<file path="config.mk">
export PLATFORM = sky130hd
export DESIGN_NAME = pipe_ctrl
export DESIGN_NICKNAME = d
export VERILOG_FILES = /design/src/rtl/pipe_ctrl.sv
export SDC_FILE = /design/constraint.sdc
export NUM_CORES = 1
export LEC_CHECK = 0
export CORE_MARGIN = 8
export CORE_UTILIZATION = 23
export CTS_CLUSTER_DIAMETER = 30
export DETAILED_ROUTE_END_ITERATION = 12
export PLACE_DENSITY_LB_ADDON = 0.12
export SLEW_MARGIN = 20
export SYNTH_ARGS = -nofsm -noshare
export SYNTH_HDL_FRONTEND = slang
export SYNTH_SLANG_ARGS = --single-unit
</file>
<file path="constraint.sdc">
create_clock -name clk -period 2 [get_ports clk]
set_input_delay 0.4 -clock clk [delete_from_list [all_inputs] [get_ports clk]]
set_output_delay 0.4 -clock clk [all_outputs]
set_load 0.01 [all_outputs]
</file>
<file path="src/rtl/pipe_ctrl.sv">
// pipe_ctrl: sequencing controller for the 5-stage cached CPU.
// Drives the PC / stage-register write enables and bubble flushes, arbitrates the
// shared backing-memory fill port (D-side first) and counts stall cycles.
module pipe_ctrl #(
    parameter int unsigned CNT_W = 16
) (
    input  logic             clk,
    input  logic             rst,
    input  logic             if_miss,
    input  logic             mem_acc,
    input  logic             mem_miss,
    input  logic             ex_memread,
    input  logic [3:0]       ex_rd,
    input  logic [3:0]       id_rs,
    input  logic [3:0]       id_rt,
    input  logic             id_rs_used,
    input  logic             id_rt_used,
    input  logic             ex_branch_taken,
    input  logic             fill_ack,
    output logic             pc_we,
    output logic             s0_we,
    output logic             s1_we,
    output logic             s2_we,
    output logic             s3_we,
    output logic             s0_flush,
    output logic             s1_flush,
    output logic             flags_en,
    output logic             fill_req,
    output logic             fill_sel,
    output logic [CNT_W-1:0] stall_cycles
);

    typedef enum logic [1:0] {StRun, StIfill, StDfill} state_t;

    state_t state;
    state_t next_state;
    logic   pending_d;
    logic   pending_d_next;
    logic   fill_req_r;
    logic   fill_sel_r;
    logic   dmiss;
    logic   lu;

    assign dmiss = mem_acc & mem_miss;
    assign lu    = ex_memread & (ex_rd != 4'd0) &
                   ((id_rs_used & (id_rs == ex_rd)) | (id_rt_used & (id_rt == ex_rd)));

    // Write enables, flushes and next-state decode; priority dmiss > branch > load-use > I-miss.
    always_comb begin
        pc_we          = 1'b1;
        s0_we          = 1'b1;
        s1_we          = 1'b1;
        s2_we          = 1'b1;
        s3_we          = 1'b1;
        s0_flush       = 1'b0;
        s1_flush       = 1'b0;
        next_state     = state;
        pending_d_next = pending_d;
        case (state)
            StRun: begin
                if (dmiss) begin
                    {pc_we, s0_we, s1_we, s2_we, s3_we} = 5'b0;
                    next_state = StDfill;
                end else if (ex_branch_taken) begin
                    // Wrong-path fetch is squashed, so a concurrent I-miss is dropped.
                    s0_flush = 1'b1;
                    s1_flush = 1'b1;
                end else if (lu) begin
                    pc_we    = 1'b0;
                    s0_we    = 1'b0;
                    s1_flush = 1'b1;
                end else if (if_miss) begin
                    pc_we      = 1'b0;
                    s0_flush   = 1'b1;
                    next_state = StIfill;
                end
            end
            StIfill: begin
                if (dmiss) begin
                    {pc_we, s0_we, s1_we, s2_we, s3_we} = 5'b0;
                    pending_d_next = 1'b1;
                end else if (ex_branch_taken) begin
                    s0_flush = 1'b1;
                    s1_flush = 1'b1;
                end else if (lu) begin
                    pc_we    = 1'b0;
                    s0_we    = 1'b0;
                    s1_flush = 1'b1;
                end else begin
                    pc_we    = 1'b0;
                    s0_flush = 1'b1;
                end
                if (fill_ack) begin
                    // Hand the port straight to a D-miss that queued behind the I-fill.
                    next_state     = pending_d ? StDfill : StRun;
                    pending_d_next = 1'b0;
                end
            end
            StDfill: begin
                {pc_we, s0_we, s1_we, s2_we, s3_we} = 5'b0;
                if (fill_ack) next_state = StRun;
            end
            default: next_state = StRun;
        endcase
        if (!rst) begin
            {pc_we, s0_we, s1_we, s2_we, s3_we} = 5'b0;
            s0_flush = 1'b0;
            s1_flush = 1'b0;
        end
    end

    assign flags_en = s2_we;
    assign fill_req = fill_req_r & rst;
    assign fill_sel = fill_sel_r & rst;

    // State register with the Moore fill-port outputs registered alongside it.
    always_ff @(posedge clk) begin
        if (!rst) begin
            state      <= StRun;
            pending_d  <= 1'b0;
            fill_req_r <= 1'b0;
            fill_sel_r <= 1'b0;
        end else begin
            state      <= next_state;
            pending_d  <= pending_d_next;
            fill_req_r <= (next_state != StRun);
            fill_sel_r <= (next_state == StDfill);
        end
    end

    // Saturating count of cycles in which the PC did not advance.
    always_ff @(posedge clk) begin
        if (!rst) begin
            stall_cycles <= '0;
        end else if (!pc_we && (stall_cycles != {CNT_W{1'b1}})) begin
            stall_cycles <= stall_cycles + {{(CNT_W-1){1'b0}}, 1'b1};
        end
    end

endmodule

</file>
After elaboration in Yosys (flattened, before gate mapping). Index checks and enable logic that the tools add are counted.

Output and inout bits: 26. Register bits after elaboration: 21. Logic and storage cells: 65.

Add/subtract/negate cells: 1. Mux-type cells: 37. Bitwise gates (word level): 8. Reduce and logical (&&, ||, !) cells: 8. Equality and inequality tests: 6.

Operator list (number): 1-bit two-way mux (25); 16-bit by 1-bit adder with 16-bit output (second input constant) (1); 16-bit != test (second input constant) (1); 2-bit two-way mux (7); 4-bit equality test (2); 1-bit AND (7); 1-bit case mux with 2 select lines (3); 2-bit case mux with 3 select lines (1); 2-bit equality test (second input constant) (2); 2-bit nonzero test (2); 4-bit nonzero test (1); 1-bit case mux with 3 select lines (1); 2-bit by 1-bit equality test with 1-bit output (second input constant) (1); 2-bit logical NOT (1); 2-bit AND reduction (1); 2-bit OR reduction (1); 1-bit logical AND (1); 1-bit logical NOT (1); 1-bit OR (1).

Longest topological paths before layout.
Depth in word-level cells: 11. Gate-level depth with buffers: 9. Gate-level depth less buffers: 7.

Worst setup path before layout. No wires, ideal clock.

Kind: input to register. Start: input port ex_rd[1]. End: register stall_cycles[2]. Library setup time: 0.070 ns. Stages: 9. Buffers on the path: 2. Data arrival time: 1.833 ns. Data required time: 1.930 ns. Setup slack: 0.097 ns. Cell sequence: xor2_1 -> nor3_1 -> nand3_1 -> a21o_1 -> buf_6 -> a21o_1 -> buf_6 -> or3_1 -> a21oi_1.

Cells in the longest elaborated chain, start to end: 11. Elaborated cells between the ends (all ways): 15. Those cells by class: eq/ne (2); mux (5); bitwise (5); reduce/logical (3).

Ends and longest elaborated chain: from (decl) (RTL line 13) `input logic [3:0] ex_rd,`; 4-bit equality test (RTL line 46) `((id_rs_used & (id_rs == ex_rd)) | (id_rt_used & (id_rt == ex_rd)));`; 1-bit AND (RTL line 46); 1-bit OR (RTL line 46); 1-bit AND (*) (RTL line 45) `assign lu = ex_memread & (ex_rd != 4'd0) &`; 1-bit two-way mux (*) (RTL line 68) `end else if (lu) begin`; 1-bit two-way mux (*) (RTL line 64) `end else if (ex_branch_taken) begin`; 1-bit two-way mux (*) (RTL line 61) `if (dmiss) begin`; 1-bit case mux with 3 select lines (*) (RTL line 59) `case (state)`; 1-bit two-way mux (*) (RTL line 105) `if (!rst) begin`; 1-bit logical NOT (*) (RTL line 135) `end else if (!pc_we && (stall_cycles != {CNT_W{1'b1}})) begin`; 1-bit logical AND (*) (RTL line 135); to (signal assigned) (RTL line 136) `stall_cycles <= stall_cycles + {{(CNT_W-1){1'b0}}, 1'b1};`; to (decl) (RTL line 30) `output logic [CNT_W-1:0] stall_cycles`.

Every way passes the cells marked *; elsewhere a longest branch is shown, timed or not. A chain may end at the register's enable or synchronous reset.

Worst setup path after layout.
Start: input port id_rt[0]. End: output port s0_we.

Cells in the longest elaborated chain, start to end: 9.

Ends and longest elaborated chain: from (decl) (RTL line 15) `input logic [3:0] id_rt,`; 4-bit equality test (RTL line 46); 1-bit AND (RTL line 46); 1-bit OR (RTL line 46); 1-bit AND (RTL line 45); 1-bit two-way mux (RTL line 68, 85); 1-bit two-way mux (RTL line 82) `end else if (ex_branch_taken) begin`; 1-bit two-way mux (RTL line 61); 1-bit case mux with 2 select lines (RTL line 59); 1-bit two-way mux (RTL line 105); to (decl) (RTL line 21) `output logic s0_we,`.

Every way passes these cells.

==> metrics.yaml <==
logic_synthesis:
  netlist.area_leader.share_pct: 34.82
  synth_flop_cell: "dfxtp_1"
  synth_cells: 152
  ys_seq_area_share_pct: 34.82
  synth.avg_cell_area_um2: 7.943
  synthTopCellsByArea: "dfxtp_1 35%, a21oi_1 7.5%, nand3_1 4.6%"
  yosys_register_bits: 21
  yosysTopAreaCell: "dfxtp_1"
  yosysUniqueCellTypes: 39
  postSynthNetCount: 175
  synth_edf_count: 0
  syn_area_um2: 1207
  synthArstFlopShare_pct: 0
  yosys_warnings: 0
critical_path:
  startpoint_type: "primary input"
  criticalPathCategory: "primary input to primary output"
  cp-end-kind: "primary output"
  crit_fanout: 4
  cp.arrival_ps: 1710
  required_ps: 1600
power:
  power_switching_uw: 264.6
  ir_worst_vdd_uv: 424.3
  swShare_pct: 26.37
  p_leak_uw: 0.0008581
  pwr-share-comb_pct: 29.6
  pwr-share-clk_pct: 26.7
  internal_power_uw: 738.8
  p_per_area_nw_per_um2: 477.9
  p_seq_share_pct: 43.7
sta:
  max_slew.worst_pin.slew_ps: 326.9
  clock_skew_ps: 2.439
  slew_viol_final: 0
  hold_viol: 0
  tns_ps: -201.3
  maxSlewHeadroom_pct: 78.07
  rsz0062_at_grt: "yes"
  period_share_pct: 105.6
  layout_min_cycle_time_ps: 2112
  timing.hold.ws_ps: 500.1
  setup_viol: 3
  fmax_mhz: 473.5
  setup_ws_ps: -111.8
clocking:
  clock_sinks: 21
  h-tree-depth: 1
  cts_buffers: 3
  clock_latency_ps: 250
  clkTransAtPathRegs_ps: 70
  cts.path.max_buffers: 2
  cts_tree: "built"
  cts-root-buf: "clkbuf_8"
floorplanning:
  coreArea_um2: 5075
  fp.dieW_um: 88.46
  die-area_um2: 7824
  io_pins: 48
  die_y_um: 88.46
  rows: 26
  start_util_pct: 23.79
global_routing:
  antenna_found_initial: 0
  grt_max_degree: 12
  grt_pass1_vias: 1366
  grt_remaining_overflow: 0
  grt_pass1_wl_um: 6575
  grt_usage_pct: 10.67
detailed_routing:
  wl_um: 4029
  viasPerCell: 4.566
  routedWlPerCell_um: 13.34
  firstDrtPassIters: 4
  vias: 1379
  drt_iter0_drc: 72
  drtAntennaViolNets: 0
  drc: 0
cells_and_area:
  antenna_cells: 0
  drive_gt1_share_pct: 32.33
  num-nets-final: 256
  areaGrowthSynthToFinish_pct: 73.89
  finalInstanceArea_um2: 2100
  final_util_pct: 41.37
outcome:
  violations: "setup timing"
  status: "finished, violations left"
place:
  gp_routability_congestion: 0.7686
  place.port_buffers: 47
  dp_hpwl_um: 3094
  place_area_um2: 1911
run:
  cap_violations: 0
min_path:
  hold_path_class: "register to register"
## routing by layer
layer / global-route usage, % / up-vias / share of wire (%) / routed length (µm)
li1: - / 699 / - / -
met1: 12.65 / 660 / 43 / 1738
met2: 18.74 / 18 / 52 / 2108
met3: 2.971 / 2 / 4.0 / 163
met4: 1.843 / 0 / 0.47 / 19
met5: 0 / - / 0 / 0
## per-stage QoR
| step | power, µW | setup WS, ps | std cells |
|---|---|---|---|
| final | 1003 | -111.8 | 302 |
| after global routing | 1066 | -169.6 | 302 |
| after detailed placement | 717.5 | -796.5 | 287 |
| after floorplan | 562.0 | 97.25 | 152 |
| after global placement | 712.3 | -750.1 | 287 |
| after CTS | 1007 | -177.2 | 302 |
## Yosys cell counts (all sizes together), types with 3 or more instances
master,number
o21ai,6
nand3,11
nor2,6
and3,5
dfxtp,21
buf,6
a21oi,18
nand2b,3
xnor2,5
xor2,6
nor3,5
nand4,3
clkbuf,4
or3,5
nand2,13
a21o,3
inv,5
## logic make-up (layout without fill, tap and decap cells)
family	Yosys count	count (layout)	synth area share, %
AOI/OAI and AO/OA	39	39	19.59
muxes	2	2	1.658
DFF	21	21	34.82
and+or+nand+nor	62	62	27.67
adders and majority gates	1	1	1.036
buffers and inverters	16	96	7.253
xor gates and xnor gates	11	11	7.979
## state kept, by name (all words and copies together), names as in the netlist
signal and flops:
fill_sel_r 1, stall_cycles 16, state 2, pending_d 1, fill_req_r 1
## cell usage in the layout (no fill, tap or decap), types with 3 or more instances in the layout
cell and count:
clkdlybuf4s50_1 24, inv_1 5, dlygate4sd2_1 6, clkdlybuf4s15_2 3, nand4_1 3, nand2_1 13, dfxtp_1 21, nor3_2 3
and3_1 5, buf_4 33, a21oi_1 12, xnor2_1 5, buf_2 7, buf_6 12, nand3_1 11, xor2_1 5
a21oi_2 6, nand2b_1 3, nor2_1 6, clkbuf_8 3, o21ai_0 4, or3_1 5
## layout make-up
cell class,count,area [µm²]
repair buffers,86,754.5
clock buffers,4,45.04
inverters,6,22.52
fillers,536,2975
multi-input cells,115,769.5
flip-flops and latches,21,420.4
well taps,70,87.58
## path summary, 6_finish.rpt
check / start / to / slack [ps] / cells after the start
setup reg to reg: state[1] / stall_cycles[5] / 150 / 9
hold / removal: stall_cycles[15] / stall_cycles[15] / 500 / 2
setup / recovery: id_rt[0] / s0_we / -110 / 8
hold reg to reg: stall_cycles[15] / stall_cycles[15] / 500 / 2
## power groups by stage
| stage | logic (µW) | registers, µW | clock network (µW) |
|---|---|---|---|
| 2_1_floorplan | 104 | 458 | 0 |
| 3_3_place_gp | 264 | 448 | 0 |
| 3_5_place_dp | 269 | 449 | 0 |
| 4_1_cts | 286 | 439 | 282 |
| 5_1_grt | 325 | 440 | 301 |
| 6_report | 297 | 439 | 268 |
## critical path: stages
cell	delay, ps
buf_6	100
xor2_2	170
nor3_2	170
nand3_1	90
a21o_1	230
buf_4	150
o31a_2	280
buf_6	120
## timing repair
action                     in CTS  in global routing
setup endpoints to repair      27                 17
pin swaps                      19                 12
resized for setup              83                 19
hold buffers                    0                  0
buffers inserted               12                  1
No activity file was read; power rests on OpenSTA's default activity.
